$ cat src/rtl/mrd_pkg.sv
// mrd_pkg: shared constants, unloader state enum and signed saturation for the Mixed Radix DFT memory
package mrd_pkg;
    localparam int NUM_BANKS  = 7;
    localparam int BANK_AW    = 8;
    localparam int DFT_MAXPTS = 1792;

    typedef enum logic [1:0] {ST_IDLE, ST_ISSUE, ST_DRAIN} src_state_e;

    function automatic logic signed [63:0] sat(input logic signed [63:0] x, input int w);
        logic signed [63:0] hi, lo;
        hi = (64'sd1 <<< (w - 1)) - 64'sd1;
        lo = -hi - 64'sd1;
        return (x > hi) ? hi : (x < lo) ? lo : x;
    endfunction
endpackage

$ cat src/rtl/mrd_st_if.sv
// mrd_st_if: streaming sample interface with sop/eop framing
interface mrd_st_if #(parameter int wOut = 18);
    logic            valid, sop, eop;
    logic [wOut-1:0] d_real, d_imag;
    logic [11:0]     dftpts;
    modport ST_OUT (output valid, sop, eop, d_real, d_imag, dftpts);
    modport ST_IN  (input  valid, sop, eop, d_real, d_imag, dftpts);
endinterface

$ cat src/rtl/divider_7.sv
// divider_7: quotient and remainder of a 12-bit address by 7 via reciprocal multiply, exact below 5461
module divider_7 (
    input  logic [11:0] a_i,
    output logic [7:0]  q_o,
    output logic [2:0]  r_o
);
    assign q_o = 8'((24'(a_i) * 24'd2341) >> 14);
    assign r_o = 3'(a_i - 12'(q_o) * 12'd7);
endmodule

$ cat src/rtl/mrd_sync_fifo.sv
// mrd_sync_fifo: single-clock FIFO with occupancy count, power-of-2 depth
module mrd_sync_fifo #(
    parameter int W     = 38,
    parameter int DEPTH = 8,
    localparam int AW   = $clog2(DEPTH)
) (
    input  logic         clk,
    input  logic         rst_n,
    input  logic         wr_i,
    input  logic [W-1:0] wdata_i,
    input  logic         rd_i,
    output logic [W-1:0] rdata_o,
    output logic [AW:0]  count_o
);
    logic [W-1:0]  mem_q [DEPTH];
    logic [AW-1:0] wp_q, rp_q;
    logic [AW:0]   cnt_q;

    always_ff @(posedge clk) begin
        if (!rst_n) begin
            wp_q  <= '0;
            rp_q  <= '0;
            cnt_q <= '0;
        end else begin
            if (wr_i) begin
                mem_q[wp_q] <= wdata_i;
                wp_q        <= wp_q + 1'b1;
            end
            if (rd_i) rp_q <= rp_q + 1'b1;
            cnt_q <= cnt_q + (AW+1)'(wr_i) - (AW+1)'(rd_i);
        end
    end

    assign rdata_o = mem_q[rp_q];
    assign count_o = cnt_q;
endmodule

$ cat src/rtl/mrd_source_unload.sv
// mrd_source_unload: reads the finished DFT out of 7 banks in CRT output order and streams it with backpressure
module mrd_source_unload
    import mrd_pkg::*;
#(
    parameter int wBank      = 30,
    parameter int wOut       = 18,
    parameter int FIFO_DEPTH = 8
) (
    input  logic                                 clk,
    input  logic                                 rst_n,
    input  logic                                 start,
    input  logic [11:0]                          dftpts,
    input  logic [0:2][11:0]                     Nf_PFA,
    output logic [0:NUM_BANKS-1]                 bank_rden,
    output logic [0:NUM_BANKS-1][BANK_AW-1:0]    bank_rdaddr,
    input  logic [0:NUM_BANKS-1][wBank-1:0]      bank_dout_real,
    input  logic [0:NUM_BANKS-1][wBank-1:0]      bank_dout_imag,
    mrd_st_if.ST_OUT                             out_data,
    input  logic                                 source_ready,
    output logic                                 source_ongoing
);
    localparam int CW = $clog2(FIFO_DEPTH);
    localparam int EW = 2 * wOut + 2;

    src_state_e       state_q, state_d;
    logic [11:0]      pts_q, n1_q, n2_q, n3_q, n23_q;
    logic [11:0]      k_q, k1_q, k2_q, k3_q, k_d, k1_d, k2_d, k3_d;
    logic             issue, last, valid, xfer;
    logic             s1_v_q, s2_v_q, s3_v_q;
    logic [1:0]       s1_fl_q, s2_fl_q, s3_fl_q;
    logic [11:0]      a_q;
    logic [7:0]       div_q;
    logic [2:0]       div_r, s2_bank_q, s3_bank_q;
    logic [BANK_AW-1:0] addr_q;
    logic [CW:0]      fifo_cnt;
    logic [EW-1:0]    fifo_din, fifo_dout;
    logic [wOut-1:0]  sat_re, sat_im;

    // credit covers everything already issued but not yet written, so the FIFO cannot overflow
    always_comb begin
        last    = k_q == pts_q - 12'd1;
        valid   = fifo_cnt != '0;
        xfer    = valid && source_ready;
        issue   = state_q == ST_ISSUE &&
                  (int'(fifo_cnt) + int'(s1_v_q) + int'(s2_v_q) + int'(s3_v_q) < FIFO_DEPTH);
        state_d = (state_q == ST_IDLE && start) ? ST_ISSUE :
                  (issue && last) ? ST_DRAIN :
                  (state_q == ST_DRAIN && xfer && fifo_dout[0] && fifo_cnt == 1 &&
                   !s1_v_q && !s2_v_q && !s3_v_q) ? ST_IDLE : state_q;
        k_d     = (state_q == ST_IDLE) ? '0 : issue ? k_q + 12'd1 : k_q;
        k1_d    = (state_q == ST_IDLE) ? '0 : !issue ? k1_q : (k1_q == n1_q - 12'd1) ? '0 : k1_q + 12'd1;
        k2_d    = (state_q == ST_IDLE) ? '0 : !issue ? k2_q : (k2_q == n2_q - 12'd1) ? '0 : k2_q + 12'd1;
        k3_d    = (state_q == ST_IDLE) ? '0 : !issue ? k3_q : (k3_q == n3_q - 12'd1) ? '0 : k3_q + 12'd1;
    end

    always_ff @(posedge clk) begin
        if (!rst_n) begin
            state_q <= ST_IDLE;
            k_q     <= '0;
            k1_q    <= '0;
            k2_q    <= '0;
            k3_q    <= '0;
        end else begin
            state_q <= state_d;
            k_q     <= k_d;
            k1_q    <= k1_d;
            k2_q    <= k2_d;
            k3_q    <= k3_d;
        end
    end

    always_ff @(posedge clk) begin
        if (!rst_n) begin
            pts_q <= '0;
            n1_q  <= '0;
            n2_q  <= '0;
            n3_q  <= '0;
            n23_q <= '0;
        end else if (state_q == ST_IDLE && start) begin
            pts_q <= dftpts;
            n1_q  <= Nf_PFA[0];
            n2_q  <= Nf_PFA[1];
            n3_q  <= Nf_PFA[2];
            n23_q <= Nf_PFA[1] * Nf_PFA[2];
        end
    end

    always_ff @(posedge clk) begin
        if (!rst_n) begin
            {s1_v_q, s2_v_q, s3_v_q}    <= '0;
            {s1_fl_q, s2_fl_q, s3_fl_q} <= '0;
            a_q       <= '0;
            addr_q    <= '0;
            s2_bank_q <= '0;
            s3_bank_q <= '0;
        end else begin
            s1_v_q    <= issue;
            s1_fl_q   <= {issue && k_q == '0, issue && last};
            a_q       <= k1_q * n23_q + k2_q * n3_q + k3_q;
            s2_v_q    <= s1_v_q;
            s2_fl_q   <= s1_fl_q;
            s2_bank_q <= div_r;
            addr_q    <= div_q;
            s3_v_q    <= s2_v_q;
            s3_fl_q   <= s2_fl_q;
            s3_bank_q <= s2_bank_q;
        end
    end

    divider_7 u_div (.a_i(a_q), .q_o(div_q), .r_o(div_r));

    for (genvar i = 0; i < NUM_BANKS; i++) begin : g_bank
        assign bank_rden[i]   = s2_v_q && s2_bank_q == 3'(i);
        assign bank_rdaddr[i] = addr_q;
    end

    assign sat_re   = wOut'(sat(64'(signed'(bank_dout_real[s3_bank_q])), wOut));
    assign sat_im   = wOut'(sat(64'(signed'(bank_dout_imag[s3_bank_q])), wOut));
    assign fifo_din = {sat_re, sat_im, s3_fl_q};

    mrd_sync_fifo #(.W(EW), .DEPTH(FIFO_DEPTH)) u_fifo (
        .clk, .rst_n,
        .wr_i(s3_v_q), .wdata_i(fifo_din),
        .rd_i(xfer), .rdata_o(fifo_dout),
        .count_o(fifo_cnt)
    );

    assign out_data.valid  = valid;
    assign out_data.sop    = valid && fifo_dout[1];
    assign out_data.eop    = valid && fifo_dout[0];
    assign out_data.d_real = valid ? fifo_dout[EW-1 -: wOut] : '0;
    assign out_data.d_imag = valid ? fifo_dout[2 +: wOut] : '0;
    assign out_data.dftpts = pts_q;
    assign source_ongoing  = state_q != ST_IDLE;
endmodule

$ cat src/flat_wrapper.sv
// flat-port wrapper written by rule: the top's interface ports become plain ports
module mrd_source_unload_flat import mrd_pkg::*;
#(
    parameter int wBank      = 30,
    parameter int wOut       = 18,
    parameter int FIFO_DEPTH = 8
)
  (clk, rst_n, start, dftpts, Nf_PFA, bank_rden, bank_rdaddr, bank_dout_real, bank_dout_imag, source_ready, source_ongoing, out_data_valid, out_data_sop, out_data_eop, out_data_d_real, out_data_d_imag, out_data_dftpts);
  mrd_st_if #(.wOut(wOut)) out_data_i ();
  input  logic clk;
  input  logic rst_n;
  input  logic start;
  input  logic [11:0] dftpts;
  input  logic [0:2][11:0] Nf_PFA;
  output logic [0:NUM_BANKS-1] bank_rden;
  output logic [0:NUM_BANKS-1][BANK_AW-1:0] bank_rdaddr;
  input  logic [0:NUM_BANKS-1][wBank-1:0] bank_dout_real;
  input  logic [0:NUM_BANKS-1][wBank-1:0] bank_dout_imag;
  input  logic source_ready;
  output logic source_ongoing;
  output wire logic [$bits(out_data_i.valid)-1:0] out_data_valid;
  output wire logic [$bits(out_data_i.sop)-1:0] out_data_sop;
  output wire logic [$bits(out_data_i.eop)-1:0] out_data_eop;
  output wire logic [$bits(out_data_i.d_real)-1:0] out_data_d_real;
  output wire logic [$bits(out_data_i.d_imag)-1:0] out_data_d_imag;
  output wire logic [$bits(out_data_i.dftpts)-1:0] out_data_dftpts;
  assign out_data_valid = out_data_i.valid;
  assign out_data_sop = out_data_i.sop;
  assign out_data_eop = out_data_i.eop;
  assign out_data_d_real = out_data_i.d_real;
  assign out_data_d_imag = out_data_i.d_imag;
  assign out_data_dftpts = out_data_i.dftpts;
  mrd_source_unload #(.wBank(wBank), .wOut(wOut), .FIFO_DEPTH(FIFO_DEPTH)) u_core (.clk(clk), .rst_n(rst_n), .start(start), .dftpts(dftpts), .Nf_PFA(Nf_PFA), .bank_rden(bank_rden), .bank_rdaddr(bank_rdaddr), .bank_dout_real(bank_dout_real), .bank_dout_imag(bank_dout_imag), .out_data(out_data_i), .source_ready(source_ready), .source_ongoing(source_ongoing));
endmodule
$ cat config.mk
export PLATFORM = sky130hd
export DESIGN_NAME = mrd_source_unload_flat
export DESIGN_NICKNAME = d
export VERILOG_FILES = /design/src/rtl/mrd_pkg.sv /design/src/rtl/mrd_st_if.sv /design/src/rtl/divider_7.sv /design/src/rtl/mrd_sync_fifo.sv /design/src/rtl/mrd_source_unload.sv /design/src/flat_wrapper.sv
export SDC_FILE = /design/constraint.sdc
export NUM_CORES = 1
export LEC_CHECK = 0
export BUFFER_PORTS_ARGS = -buffer_cell sky130_fd_sc_hd__buf_2
export CAP_MARGIN = 40
export CORE_MARGIN = 4
export CORE_UTILIZATION = 35
export DETAILED_ROUTE_END_ITERATION = 12
export GPL_TIMING_DRIVEN = 0
export PLACE_DENSITY = 0.56
export RECOVER_POWER = 100
export SETUP_SLACK_MARGIN = 0.4
export SLEW_MARGIN = 20
export SYNTH_ARGS = -nofsm -noshare
export SYNTH_HDL_FRONTEND = slang
export SYNTH_HIERARCHICAL = 1
export SYNTH_SLANG_ARGS = --single-unit
$ cat constraint.sdc
create_clock -name clk -period 6.3 [get_ports clk]
set_input_delay 0.315 -clock clk [delete_from_list [all_inputs] [get_ports clk]]
set_output_delay 0.315 -clock clk [all_outputs]
set_load 0.01 [all_outputs]
==> flow_metrics.env <==
export IMPL_post_synth_top_area_fraction_pct=28.4
export IMPL_dr_first_iter_drc_count=1620
export IMPL_power_density_mw_per_mm2=232
export IMPL_ys_ff_latch=462
export IMPL_grt_overflow_total=0
export IMPL_syn_num_nets=3763
export IMPL_numPortBuffers=580
export IMPL_post_route_period_util_pct=93.6
export IMPL_clk_insertion_delay_late_ns=0.61
export IMPL_post_synth_top_count_cell="sky130_fd_sc_hd__nand2_1"
export IMPL_h_tree_depth=2
export IMPL_grt_first_pass_wirelength_mm=155
export IMPL_cp_max_fo=10
export IMPL_post_synth_and_or_nand_nor_area_fraction_pct=13.4
export IMPL_synth_area_top_cells="sky130_fd_sc_hd__edfxtp_1, sky130_fd_sc_hd__fa_1, sky130_fd_sc_hd__dfxtp_1"
export IMPL_setup_viol=0
export IMPL_yosys_mux_area_fraction_pct=13.1
export IMPL_mappedNetlistArea_mm2=0.0321
export IMPL_via_count_of_the_first_global_routing_pass=25200
export IMPL_dp_worst_setup_slack_ns=-0.653
export IMPL_totalPowerFinal_mw=8.99
export IMPL_grt_start_max_net_pins=19
export IMPL_critical_path_arrival_ns=6.38
export IMPL_post_drt_via_cell_ratio=5.05
export IMPL_cts_num_sinks=462
export IMPL_peakVddDrop_uv=205
export IMPL_synth_edff_count=304
export IMPL_grt_util_met1_pct=26.6
export IMPL_rsz0062_at_grt="true"
export IMPL_antenna_found_initial=8
export IMPL_utilization_after_layout_pct=42.8
export IMPL_placement_rows=110
export IMPL_clock_path_buffers=3
export IMPL_cts_clk_slew_worst_paths_ns=0.06
export IMPL_yosys_area_share_adder_pct=16.9
export IMPL_design_die_area_mm2=0.0966
export IMPL_route_final_wire_length_mm=103
export IMPL_gpl_final_weighted_congestion=0.930
export IMPL_leakage_nw=15.8
export IMPL_critical_path_startpoint_type="flip-flop"
export IMPL_wl_per_cell_um=21.1
export IMPL_syn_to_final_growth_pct=20.8
export IMPL_yosysTopAreaCell="sky130_fd_sc_hd__edfxtp_1"
export IMPL_drive_above_1_share_pct=25.2
export IMPL_synth_yosys_seq_area_share_pct=38.3
export IMPL_n_fill_cell=8843
export IMPL_async_flop_share_pct=0
export IMPL_grtUsageMet2_pct=36.6
export IMPL_worstSetupEndpointType="flip-flop"
export IMPL_period_minus_slack_ns=5.90
export IMPL_maxCapViolations=2
export IMPL_worstMarginPinSlew_ns=2.09
export IMPL_cts_buffers_inserted=51
export IMPL_synthesis_yosys_warnings=6
export IMPL_final_setup_slack_of_the_worst_path_ns=0.401
export IMPL_track_usage_pct=20.7
export IMPL_busiest_layer="met2"
export IMPL_worst_hold_slack_ns=0.0442
export IMPL_antenna_left=0
export IMPL_synthCells=2954
export IMPL_die_w_um=311
export IMPL_ys_types=83
export IMPL_combinational_family_with_the_most_area_after_synthesis="adder cells"
export IMPL_hold_violations=0
export IMPL_worstSetupPathType="reg -> reg"
export IMPL_die_height_um=311
export IMPL_drtPass1Iterations=6
export IMPL_failing_checks="capacitance limit, slew limit"
export IMPL_hold_class="in -> reg"
export IMPL_final_net_count=4459
export IMPL_num_vias=24600
export IMPL_ios=587
export IMPL_hpwlAfterDp_mm=81.7
export IMPL_tritoncts="built"
export IMPL_finClkSkew_ns=0.0273
export IMPL_synth_area_per_cell_um2=10.9
export IMPL_grt_use_met3_pct=3.41
export IMPL_synth_xor_area_share_pct=5.35
export IMPL_rrSetupSlack_ns=0.40
export IMPL_core_region_area_mm2=0.0906
export IMPL_post_synth_most_frequent_cells="sky130_fd_sc_hd__nand2_1, sky130_fd_sc_hd__edfxtp_1, sky130_fd_sc_hd__inv_1"
export IMPL_dominantRegCellSynth="sky130_fd_sc_hd__edfxtp_1"
export IMPL_synth_compound_gate_area_share_pct=5.97
export IMPL_count_of_unresolved_drc_violations_after_routing=0
export IMPL_crit_required_ns=6.78
export IMPL_maxClockFrequency_ghz=0.170
export IMPL_totalNegativeSetupSlack_ns=0
export IMPL_drv_slew=23
export IMPL_floorplan_initialDensity_pct=35.5
export IMPL_outcome="finished with violations"
export IMPL_clk_root_buffer_cell="sky130_fd_sc_hd__clkbuf_16"
export IMPL_slew_limit_headroom_pct=-40.6
critical path, cell delays in order (launching register included):
cell	delay (ns)
sky130_fd_sc_hd__dfxtp_1	0.31
sky130_fd_sc_hd__buf_6	0.12
sky130_fd_sc_hd__clkbuf_16	0.16
sky130_fd_sc_hd__and2_1	0.16
sky130_fd_sc_hd__fa_1	0.50
sky130_fd_sc_hd__inv_2	0.06
sky130_fd_sc_hd__fa_1	0.54
sky130_fd_sc_hd__fa_1	0.43
sky130_fd_sc_hd__fa_1	0.49
sky130_fd_sc_hd__fa_1	0.53
sky130_fd_sc_hd__fa_1	0.46
sky130_fd_sc_hd__fa_2	0.39
sky130_fd_sc_hd__xor2_2	0.17
sky130_fd_sc_hd__xnor2_2	0.19
sky130_fd_sc_hd__xnor2_1	0.16
sky130_fd_sc_hd__xnor2_1	0.15
sky130_fd_sc_hd__xnor3_1	0.28
sky130_fd_sc_hd__xnor2_1	0.36
sky130_fd_sc_hd__xnor2_1	0.11
sky130_fd_sc_hd__and2_1	0.16
cell type report:
type / instances / area (µm²) / share of cell area, %
diodes: 4 / 10.0 / 0.0258
plain buffers: 211 / 1270 / 3.28
clock buffers: 70 / 1410 / 3.63
clock inverters: 25 / 332 / 0.855
inverters: 300 / 1130 / 2.90
multi-input cells: 1981 / 17500 / 45.3
flip-flops and latches: 462 / 12300 / 31.8
well taps: 1176 / 1470 / 3.79
repair buffers: 643 / 3290 / 8.48
repair_timing:
item | in CTS | in global routing
resized for setup | 92 | 24
hold buffers | 32 | 0
buffers inserted | 2 | 0
setup endpoints to repair | 3 | 3
pin swaps | 16 | 1
hold endpoints to repair | 32 | 0
metal layers:
metal	part of all wire (%)	routed length (µm)	vias to the layer above
met5	0.026	27	-
li1	-	-	11500
met3	5.8	5930	110
met4	2.1	2200	4
met2	50	51600	781
met1	42	42900	12200
path summary, 6_finish.rpt:
check | start | end | cells after the start
worst max register to register | u_core/n3_q[2] | u_core/a_q[11] | 19
worst min-delay path | Nf_PFA[8] | u_core/n3_q[8] | 3
worst min register to register | u_core/s1_fl_q[0] | u_core/s2_fl_q[0] | 1
worst max-delay path | u_core/n3_q[2] | u_core/a_q[11] | 19
kinds of logic (layout without fill, tap and decap cells):
| family | after synthesis | after routing |
|---|---|---|
| flops | 462 | 462 |
| xor+xnor | 193 | 193 |
| buf+inv | 511 | 1249 |
| other cells | 0 | 4 |
| simple gates | 888 | 888 |
| mux | 243 | 243 |
| compound gates | 320 | 320 |
| fa+ha+maj | 337 | 337 |
report_power, final:
part / total [mW] / switching [mW] / internal, mW
sequential: 3.41 / 0.0868 / 3.32
clock: 3.07 / 1.25 / 1.82
combinational: 2.52 / 1.46 / 1.06
state kept, by name (all words and copies together) (netlist names), 12 cells and up, named ones only:
register                count
u_core/n23_q               12
u_core/out_data.dftpts     12
u_core/n2_q                12
u_core/k3_q                12
u_core/k_q                 12
u_core/u_fifo/mem_q       304
u_core/n3_q                12
u_core/n1_q                12
u_core/k2_q                12
u_core/k1_q                12
u_core/a_q                 12
metrics by stage:
step / instances / instance area [µm²]
floorplan: 2954 / 32100
global placement: 4710 / 36500
detailed placement: 4738 / 37000
CTS: 4867 / 39300
global route: 4872 / 38800
finish: 4872 / 38800
layout by cell type, fill, tap and decap left out, types with 12 or more instances in the layout:
cell / count
sky130_fd_sc_hd__mux2_2: 34
sky130_fd_sc_hd__nor2_1: 184
sky130_fd_sc_hd__buf_2: 541
sky130_fd_sc_hd__nand4_1: 24
sky130_fd_sc_hd__xnor2_1: 131
sky130_fd_sc_hd__and3_1: 12
sky130_fd_sc_hd__nor3_1: 33
sky130_fd_sc_hd__o21ai_0: 41
sky130_fd_sc_hd__clkbuf_4: 59
sky130_fd_sc_hd__clkbuf_16: 52
sky130_fd_sc_hd__buf_6: 14
sky130_fd_sc_hd__nand3_1: 47
sky130_fd_sc_hd__nor2b_1: 46
sky130_fd_sc_hd__ha_1: 176
sky130_fd_sc_hd__clkbuf_1: 189
sky130_fd_sc_hd__edfxtp_1: 304
sky130_fd_sc_hd__a21oi_1: 179
sky130_fd_sc_hd__mux4_2: 131
sky130_fd_sc_hd__a21o_1: 41
sky130_fd_sc_hd__and2_1: 95
sky130_fd_sc_hd__buf_4: 13
sky130_fd_sc_hd__dfxtp_1: 146
sky130_fd_sc_hd__and2_0: 13
sky130_fd_sc_hd__inv_1: 299
sky130_fd_sc_hd__dlygate4sd3_1: 32
sky130_fd_sc_hd__clkbuf_8: 13
sky130_fd_sc_hd__nor4_1: 30
sky130_fd_sc_hd__nand2_1: 345
sky130_fd_sc_hd__xor2_1: 58
sky130_fd_sc_hd__fa_1: 157
sky130_fd_sc_hd__mux2i_1: 67
(Power assumes the default switching activity.)
